[src/rtl/serial_subtractor64.sv]
// Multi-cycle 64-bit subtractor: one DIGIT_W-bit chunk per clock,
// LSB chunk first, with a registered borrow between chunks.
module serial_subtractor64 #(
  parameter int DIGIT_W = 8
) (
  input  logic        clk,
  input  logic        reset_n,
  input  logic        start,
  input  logic [63:0] a,
  input  logic [63:0] b,
  output logic        busy,
  output logic        done,
  output logic [63:0] diff,
  output logic        borrowOut,
  output logic        zero,
  output logic        negative,
  output logic        overflow
);

  localparam int NUM_CHUNKS = 64 / DIGIT_W;
  localparam int CW = (NUM_CHUNKS > 1) ? $clog2(NUM_CHUNKS) : 1;
  localparam logic [CW-1:0] LAST = CW'(NUM_CHUNKS - 1);

  typedef enum logic [1:0] {
    IDLE,
    RUN,
    DONE
  } state_t;

  state_t state;
  state_t state_nxt;

  logic [63:0]        a_r;
  logic [63:0]        b_r;
  logic [CW-1:0]      cnt;
  logic               borrow;
  logic               accept;
  logic               last;
  logic [DIGIT_W-1:0] a_k;
  logic [DIGIT_W-1:0] b_k;
  logic [DIGIT_W-1:0] d;
  logic               bout;
  logic [63:0]        diff_nxt;
  logic               ovf_nxt;
  int                 idx;

  // DONE accepts a new start just like IDLE
  always_comb begin
    accept = start && (state != RUN);
    last   = (state == RUN) && (cnt == LAST);
    idx    = int'(cnt) * DIGIT_W;
    a_k    = a_r[idx +: DIGIT_W];
    b_k    = b_r[idx +: DIGIT_W];
    {bout, d} = {1'b0, a_k} - {1'b0, b_k}
              - {{DIGIT_W{1'b0}}, borrow};
    diff_nxt = diff;
    diff_nxt[idx +: DIGIT_W] = d;
    ovf_nxt = (a_r[63] != b_r[63])
           && (diff_nxt[63] != a_r[63]);
  end

  always_comb begin
    state_nxt = state;
    unique case (state)
      IDLE:    state_nxt = accept ? RUN : IDLE;
      RUN:     state_nxt = last ? DONE : RUN;
      DONE:    state_nxt = accept ? RUN : IDLE;
      default: state_nxt = IDLE;
    endcase
  end

  always_ff @(posedge clk or negedge reset_n) begin
    if (!reset_n) state <= IDLE;
    else          state <= state_nxt;
  end

  always_ff @(posedge clk or negedge reset_n) begin
    if (!reset_n) begin
      a_r       <= '0;
      b_r       <= '0;
      cnt       <= '0;
      borrow    <= 1'b0;
      busy      <= 1'b0;
      done      <= 1'b0;
      diff      <= '0;
      borrowOut <= 1'b0;
      zero      <= 1'b0;
      negative  <= 1'b0;
      overflow  <= 1'b0;
    end else begin
      done <= last;
      if (accept) begin
        a_r    <= a;
        b_r    <= b;
        cnt    <= '0;
        borrow <= 1'b0;
        busy   <= 1'b1;
      end else if (state == RUN) begin
        diff   <= diff_nxt;
        borrow <= bout;
        cnt    <= cnt + CW'(1);
        if (last) begin
          borrowOut <= bout;
          zero      <= (diff_nxt == 64'd0);
          negative  <= diff_nxt[63];
          overflow  <= ovf_nxt;
          busy      <= 1'b0;
        end
      end
    end
  end

endmodule

[config.mk]
export PLATFORM = sky130hd
export DESIGN_NAME = serial_subtractor64
export DESIGN_NICKNAME = d
export VERILOG_FILES = /design/src/rtl/serial_subtractor64.sv
export SDC_FILE = /design/constraint.sdc
export NUM_CORES = 1
export LEC_CHECK = 0
export ABC_AREA = 1
export ABC_CLOCK_PERIOD_IN_PS = 4800
export CORE_MARGIN = 2
export CORE_UTILIZATION = 45
export DETAILED_ROUTE_END_ITERATION = 6
export GPL_ROUTABILITY_DRIVEN = 0
export GPL_TIMING_DRIVEN = 0
export PLACE_DENSITY = 0.8
export SYNTH_ARGS = -nofsm -noshare
export SYNTH_HDL_FRONTEND = slang
export SYNTH_SLANG_ARGS = --single-unit
export TNS_END_PERCENT = 50
[constraint.sdc]
create_clock -name clk -period 4.8 [get_ports clk]
set_clock_uncertainty 0.2 [all_clocks]
set_input_delay 0.72 -clock clk [delete_from_list [all_inputs] [get_ports clk]]
set_output_delay 0.72 -clock clk [all_outputs]
set_load 0.05 [all_outputs]
==> Yosys cells after proc, flatten, opt, wreduce, memory -nomap -nowiden <==
Index checks and enable logic that the tools add are counted.
{ "totals": {"ff_bits": 204} }
{ "classes": {"n_addsub": 4, "eq_ne": 6, "shifts": 4, "n_mux": 11, "bitwise_logic": 1, "n_reduce_logical": 11} }
{ "ops": {"columns": ["cell", "count"], "rows": [
  ["variable part select 64 x 7 -> 8 bit", 2],
  ["bitwise mux 64 bit", 1],
  ["logical NOT 64 bit", 1],
  ["variable shift 8 x 33 -> 64 bit, first input constant", 1],
  ["variable part select 8 x 33 -> 64 bit", 1],
  ["negator 6 -> 33 bit", 1],
  ["subtractor 8 x 8 -> 9 bit", 1],
  ["subtractor 9 x 1 -> 9 bit", 1],
  ["two-way mux 1 bit", 6],
  ["two-way mux 3 bit", 2],
  ["one-hot mux 2 bit (2 select lines)", 1],
  ["AND reduction 2 bit", 2],
  ["nonzero test 2 bit", 2],
  ["adder 3 x 1 -> 3 bit, second input constant", 1],
  ["== test 3 bit, second input constant", 1],
  ["logical AND 1 bit", 3],
  ["AND reduction 3 bit", 1],
  ["== test 2 x 1 -> 1 bit, second input constant", 1],
  ["== test 2 bit, second input constant", 1],
  ["logical NOT 2 bit", 1],
  ["two-way mux 2 bit", 1],
  ["!= test 1 bit", 2],
  ["!= test 2 x 1 -> 1 bit, second input constant", 1],
  ["OR reduction 2 bit", 1],
  ["NOT 1 bit", 1]
]} }

==> Depth between registers and ports, before layout <==
Gate-level depths: netlist of the first run.
{ "depth": {"ltp_word": 7, "ltp_mapped": 28} }

==> Worst setup path after synthesis of the first run <==
Ideal clock, no wire load.
{ "synth_timing": {"path_kind": "register to register", "start": "reg cnt[0]", "end": "reg zero", "t_arrival_ps": 3615, "t_required_ps": 4525, "path_slack_ps": 909, "path_stages_with_launch": 25, "n_path_buf": 4, "cell_sequence": "dfrtp_1 > inv_2 > buf_6 > clkbuf_1 > clkbuf_1 > clkbuf_1 > o21ai_0 > a31oi_1 > fa_1 > inv_1 > fa_1 > nor2_1 > nand2_1 > inv_1 > nand3_1 > nand2_1 > a21oi_1 > nand3_1 > nor2_1 > nand3_1 > nor3_2 > nand3_1 > nor2_1 > nand3_1 > o21bai_2"} }
{ "synth_via": {"elab_chain_cells": 6, "elab_cells_between_ends": 12, "classes_between": "add/sub (3); eq/ne (1); shift (4); mux (1); reduce/logical (3)"} }
{ "synth_rtl": {"columns": ["item", "line", "text"], "rows": [
  ["from (decl)", "35", "logic [CW-1:0] cnt;"],
  ["from (signal assigned)", "101", "cnt <= cnt + CW'(1);"],
  ["variable part select 64 x 7 -> 8 bit, on equally long branches", "52, 53", null],
  ["subtractor 8 x 8 -> 9 bit", "54", "{bout, d} = {1'b0, a_k} - {1'b0, b_k}"],
  ["subtractor 9 x 1 -> 9 bit", "55", "- {{DIGIT_W{1'b0}}, borrow};"],
  ["variable part select 8 x 33 -> 64 bit", "57", "diff_nxt[idx +: DIGIT_W] = d;"],
  ["bitwise mux 64 bit", "57", null],
  ["logical NOT 64 bit", "104", "zero <= (diff_nxt == 64'd0);"],
  ["to (signal assigned)", "104", null],
  ["to (decl)", "15", "output logic zero,"]
]} }
Parallel ways exist; a longest one is shown, timed or not.
A chain may end at the register's enable or synchronous reset.

==> Final worst setup path of the first run <==
{ "layout_timing": {"start": "reg cnt[1]", "end": "reg zero"} }
Same word-level chain as after synthesis.

==> summary.txt, run 1 <==
Route
  – Via Count: 9492
  – DRC viols: 0
  – Routed WL per cell: 19.6 µm
  – Routed WL: 32300 µm
  – Antenna Violating Nets Remaining: 0
  – DR pass1 iterations: 6
  – DRT iter0 DRCs: about 900
  – Vias per inst: 5.75

Die
  – Die width: 156 µm
  – Initial core utilization: ~46%
  – Ports: between 200 and 250
  – Die area: 24400 µm²
  – Die Span Y: 156 µm
  – Area of the core: about 23000 µm²
  – Cell Rows: between 50 and 60

Logic synthesis
  – Ys Warns: 0
  – Register area share after synthesis: between 40% and 50%
  – Post-synth net total: 1268
  – Asr flop ratio synth: 100%
  – Yosys top cell by area: dfrtp_1
  – Share of the synthesized area in the top cell type: 48.9%
  – Synth top area cells: dfrtp_1, mux2_2, nand2_1, o21ai_0, nor2_1
  – Yosys cell types: 45
  – Top FF cell, synth: dfrtp_1
  – Post-Syn Instances: 1119
  – Synthesized area: between 10000 and 15000 µm²
  – EDFF count, synth: 0
  – Avg Cell Area, Syn: between 9 and 10 µm²
  – Yosys reg bits: 204

Setup path
  – Critical path's slowest cell: clkbuf_1
  – Crit-path max cell delay: 0.46 ns
  – CP Class: reg -> reg
  – Stages on the worst setup path: 20
  – CP top delay family: compound AO/OA/AOI/OAI gates
  – CP cell instances: buf_4, inv_2, clkbuf_1, o21ai_0, o221ai_1, o21ai_0, ha_1, inv_1, ha_1, inv_1, o21bai_1, a21o_1, a21oi_1, nand3_1, nand2_2, nand3_2, o21ai_2, nor2_1, nand2_1, o21bai_2
  – CP Launch Point: cnt[1]
  – CP Data Required Time: 5.02 ns
  – Worst Reg-to-Reg Cells: 20
  – Crit Reg-Reg Startpoint: cnt[1]
  – Crit path DAT: roughly 4.8 ns
  – Critical Path Start Type: flop
  – FF-to-FF setup slack: between 0.2 and 0.25 ns
  – CP max FO: 10
  – Crit path to: zero
  – Critical R2R Capture: zero
  – Critical Path End Type: flop
  – Buffer and inverter count on the worst path: 5

Placement
  – Hpwl dp: 23900 µm
  – Placed cell count: 1605
  – PortBufs: 200
  – Place WS: -0.634 ns

Final layout
  – Fin cells: 1650
  – Commonest non-fill, non-tap cells in the layout: nand2_1, dfrtp_1, clkdlybuf4s50_1
  – Final nets: 1497
  – Commonest non-fill, non-tap cell in the layout: nand2_1
  – Ant. Diodes: 0
  – Area Growth Syn to Fin: 31.3%
  – Layout cell share with drive strength beyond 1: 18.9%

CTS
  – Clock Tree Buf Depth: 3
  – Clk Latency, worst-skew pair: 0.54 ns
  – Sink Count: between 200 and 250
  – Clk slew on worst S/H paths: 0.06 ns
  – CTS tree: done
  – Clk root buf: clkbuf_16
  – H-tree levels: 1
  – Inserted Clock Buffers: 23
  – # hold bufs at CTS: 0

STA
  – Final setup fails: 0
  – Measured slew at the worst slew-check pin: about 0.76 ns
  – Worst Hold Slack: -0.00613 ns
  – Max Slew Vio Count: 0
  – Final hold vios: 2
  – Slew HR: 49.6%
  – Fmax: 220 MHz
  – Min setup slack post-route: between 0.2 and 0.25 ns
  – Period utilization: 94.8%
  – Final setup TNS: 0 ns
  – Period minus WS final: 4.55 ns
  – RSZ-0062 raised after global routing: false

Global route
  – Antenna violations before repair: 0
  – GRT Overall Usage: a little over a quarter
  – Global-route wire length before repair: 49800 µm
  – Vias in the first global route: 9177
  – Pin count of the biggest net entering global routing: 110
  – Gr ovfl total: 0

Outcome
  – Status: complete, but fails checks
  – Failing checks: hold timing

Flow run
  – Max cap viols: 0

Min path
  – Hold crit path type: in -> async
## area by class of cell
class,count,area (µm²)
inverters,55,216
fillers,1870,9010
flip-flops and latches,204,5110
clock buffers,33,663
clock inverters,9,116
repair buffers,204,2060
multi-input cells,796,4800
well taps,285,357
plain buffers,64,389
## logic make-up (layout without fill, tap and decap cells)
logic type               after synthesis  after routing  share of synthesized area [%]
XOR/XNOR                               1              1                         0.0839
multiplexers                         128            128                           13.8
AND/OR/NAND/NOR                      440            440                           18.4
flip-flops                           204            204                           48.9
adder cells (fa/ha/maj)               18             18                           2.30
buffers and inverters                119            365                           5.25
AO/OA/AOI/OAI                        209            209                           11.3
## worst min-delay path by stage
stage | cells past startpoint | startpoint | slack (ns) | to
4_1_cts | 1 | reset_n | 0.05 | diff[53]
6_report | 1 | reset_n | -0.006 | diff[19]
3_5_place_dp | 1 | state[0] | 0.25 | state[0]
5_1_grt | 1 | reset_n | 0.08 | diff[51]
3_3_place_gp | 1 | state[0] | 0.25 | state[0]
2_1_floorplan | 0 | reset_n | 0.22 | a_r[0]
## Yosys cell counts, types with 6 or more instances
cell type and number:
dfrtp_1 204, nand3_1 39, inv_1 45, o21ai_1 14
a21oi_1 7, mux2_2 126, nor2_1 141, a31oi_1 26
o21ai_2 6, nand4_1 16, clkbuf_1 34, o221ai_1 7
inv_2 6, o22ai_1 19, buf_6 6, nand2_2 7
nand2_1 211, buf_2 16, ha_1 16, o21ai_0 121
## timing repair
action,CTS,global route
setup buffers,0,3
setup endpoints to repair,15,7
pin swaps,0,3
resized for setup,16,33
## state kept, by name, summed over array words and instances (netlist names), 2 cells and up
register	flops
cnt	3
a_r	64
diff	64
b_r	64
state	2
## per-stage QoR
step	instance area, µm²	util (%)
after floorplan	10400	-
after global placement	12800	56.4
after detailed placement	12800	56.5
after CTS	13600	60.0
after global routing	13700	60.3
final	13700	60.3
## layer usage
| layer | wire, µm | track usage [%] | vias up | part of all wire [%] |
|---|---|---|---|---|
| met3 | 2750 | 4.07 | 111 | 8.5 |
| met1 | 13000 | 35.2 | 4580 | 40 |
| met4 | 1580 | 12.1 | 0 | 4.9 |
| met5 | 0 | 0 | - | 0 |
| li1 | - | - | 4264 | - |
| met2 | 15000 | 42.7 | 537 | 46 |
Power of run 1 is left out: the tool's default activity adds up to more than one toggle a clock period on the data nets, which glitch-free logic cannot reach.
==> inputs of run 2 (changes only) <==
Settings changed: CTS_CLUSTER_SIZE set to 8.
==> summary.txt, run 2 (synthesis results as in run 1) <==
Final layout
  – Layout cell share with drive strength beyond 1: 18.7%
  – Area Growth Syn to Fin: 31.2%
  – Fin util: 60.3%
  – Commonest non-fill, non-tap cells in the layout: nand2_1, dfrtp_1, clkdlybuf4s50_1
  – Ant. Diodes: 0
  – Commonest non-fill, non-tap cell in the layout: nand2_1
  – Final nets: ~1500
  – Largest regs: a_r: 64 flops, b_r: 64 flops, diff: 64 flops

CTS
  – Sink Count: 204
  – Clock Tree Buf Depth: 3
  – # hold bufs at CTS: 0
  – Clk Latency, worst-skew pair: 0.55 ns
  – CTS tree: done
  – Inserted Clock Buffers: 29
  – Clk root buf: clkbuf_16
  – Clk slew on worst S/H paths: 0.05 ns
  – H-tree levels: 1

Die
  – Die area: 24400 µm²
  – Initial core utilization: 46.0%
  – Ports: 201
  – Cell Rows: 55
  – Area of the core: approximately 23000 µm²
  – Die Span Y: approximately 160 µm
  – Die width: approximately 160 µm

Global route
  – GRT Overall Usage: 26.5%
  – Gr ovfl total: 0
  – Antenna violations before repair: 0
  – Pin count of the biggest net entering global routing: 110
  – Vias in the first global route: 9192
  – Global-route wire length before repair: 49800 µm

Route
  – Via Count: 9481
  – DR pass1 iterations: 5
  – Routed WL: 32400 µm
  – DRT iter0 DRCs: about 800
  – DRC viols: 0
  – Routed WL per cell: 19.8 µm
  – Antenna Violating Nets Remaining: 0
  – Vias per inst: 5.78

Outcome
  – Status: complete, but fails checks
  – Failing checks: hold timing

Setup path
  – Crit-path max cell delay: 0.46 ns
  – Critical path's slowest cell: clkbuf_1
  – Critical Path End Type: flop
  – CP cell instances: buf_6, clkbuf_1, o21ai_0, o22ai_1, nor2_1, a31oi_2, fa_2, inv_1, fa_1, nand2_1, nand2_1, nand2_1, nand2_1, nand3_1, nor2_1, o21bai_1, nand2_1, nor2_1, nand3_1, nor2_1, nand3_1, nor2_1, nand3_1, o21bai_2
  – CP Data Required Time: 5.08 ns
  – CP top delay family: simple AND/OR/NAND/NOR gates
  – CP max FO: 10
  – Buffer and inverter count on the worst path: 3
  – CP Class: reg -> reg
  – Critical Path Start Type: flop
  – Crit path DAT: 4.88 ns

STA
  – Measured slew at the worst slew-check pin: 0.755 ns
  – Period utilization: 95.9%
  – Slew HR: between 40% and 50%
  – Max Slew Vio Count: 0
  – Fmax: about 220 MHz
  – Final hold vios: 6
  – Min setup slack post-route: roughly 0.20 ns
  – Period minus WS final: approximately 4.6 ns
  – Worst Hold Slack: -0.0226 ns
  – Final setup fails: 0

Min path
  – Hold crit path type: in -> async

Placement
  – Hpwl dp: 23900 µm
  – PortBufs: 200
  – Place WS: -0.634 ns

Flow run
  – Max cap viols: 0
[run 2: cell count changes in the layout (fill, tap and decap cells not counted), moves of 2 or more]
cell	delta
bufinv_16	-2
clkinv_2	-4
clkbuf_1	-5
clkbuf_16	+6
clkbuf_8	-3
[run 2: repair_timing]
action	in CTS	in global routing
buffers inserted	0	3
pin swaps	0	3
gates resized for setup	16	32
endpoints found under the setup margin	15	4
[run 2: stage by stage]
step	hold slack, ns	area [µm²]	instances	TNS [ns]
after detailed placement	0.255	12800	1605	-2.57
after floorplan	0.224	10400	1119	0
after global routing	0.0557	13700	1640	-0.0807
after CTS	0.0218	13600	1637	0
final	-0.0226	13700	1640	0
after global placement	0.252	12800	1604	-1139.79
[run 2: path summary, 6_finish.rpt]
path                       cells past startpoint  slack [ns]     start        to
max                                           24        0.20    cnt[0]      zero
min                                            1       -0.02   reset_n  diff[51]
max reg2reg                                   24        0.20    cnt[0]      zero
min reg2reg                                    1        0.26  state[0]  state[0]
max in group asynchronous                      2        3.42   reset_n   a_r[15]
min in group clk                               1        0.26  state[0]  state[0]
[run 2: area by class of cell]
class,instances,area (µm²)
buffer,64,389
clock buffer,31,753
clock inverter,1,20.0
fill,1851,9010
inverter,55,219
multi-input combinational,796,4800
sequential,204,5110
tap,285,357
timing repair buffer,204,2060
[run 2: metal layers]
layer	track usage, %	wire (µm)
met4	10.6	1380
met5	0	0
met1	34.9	12700
met2	43.7	15300
met3	4.40	3060
Power of run 2 is left out for the same reason.
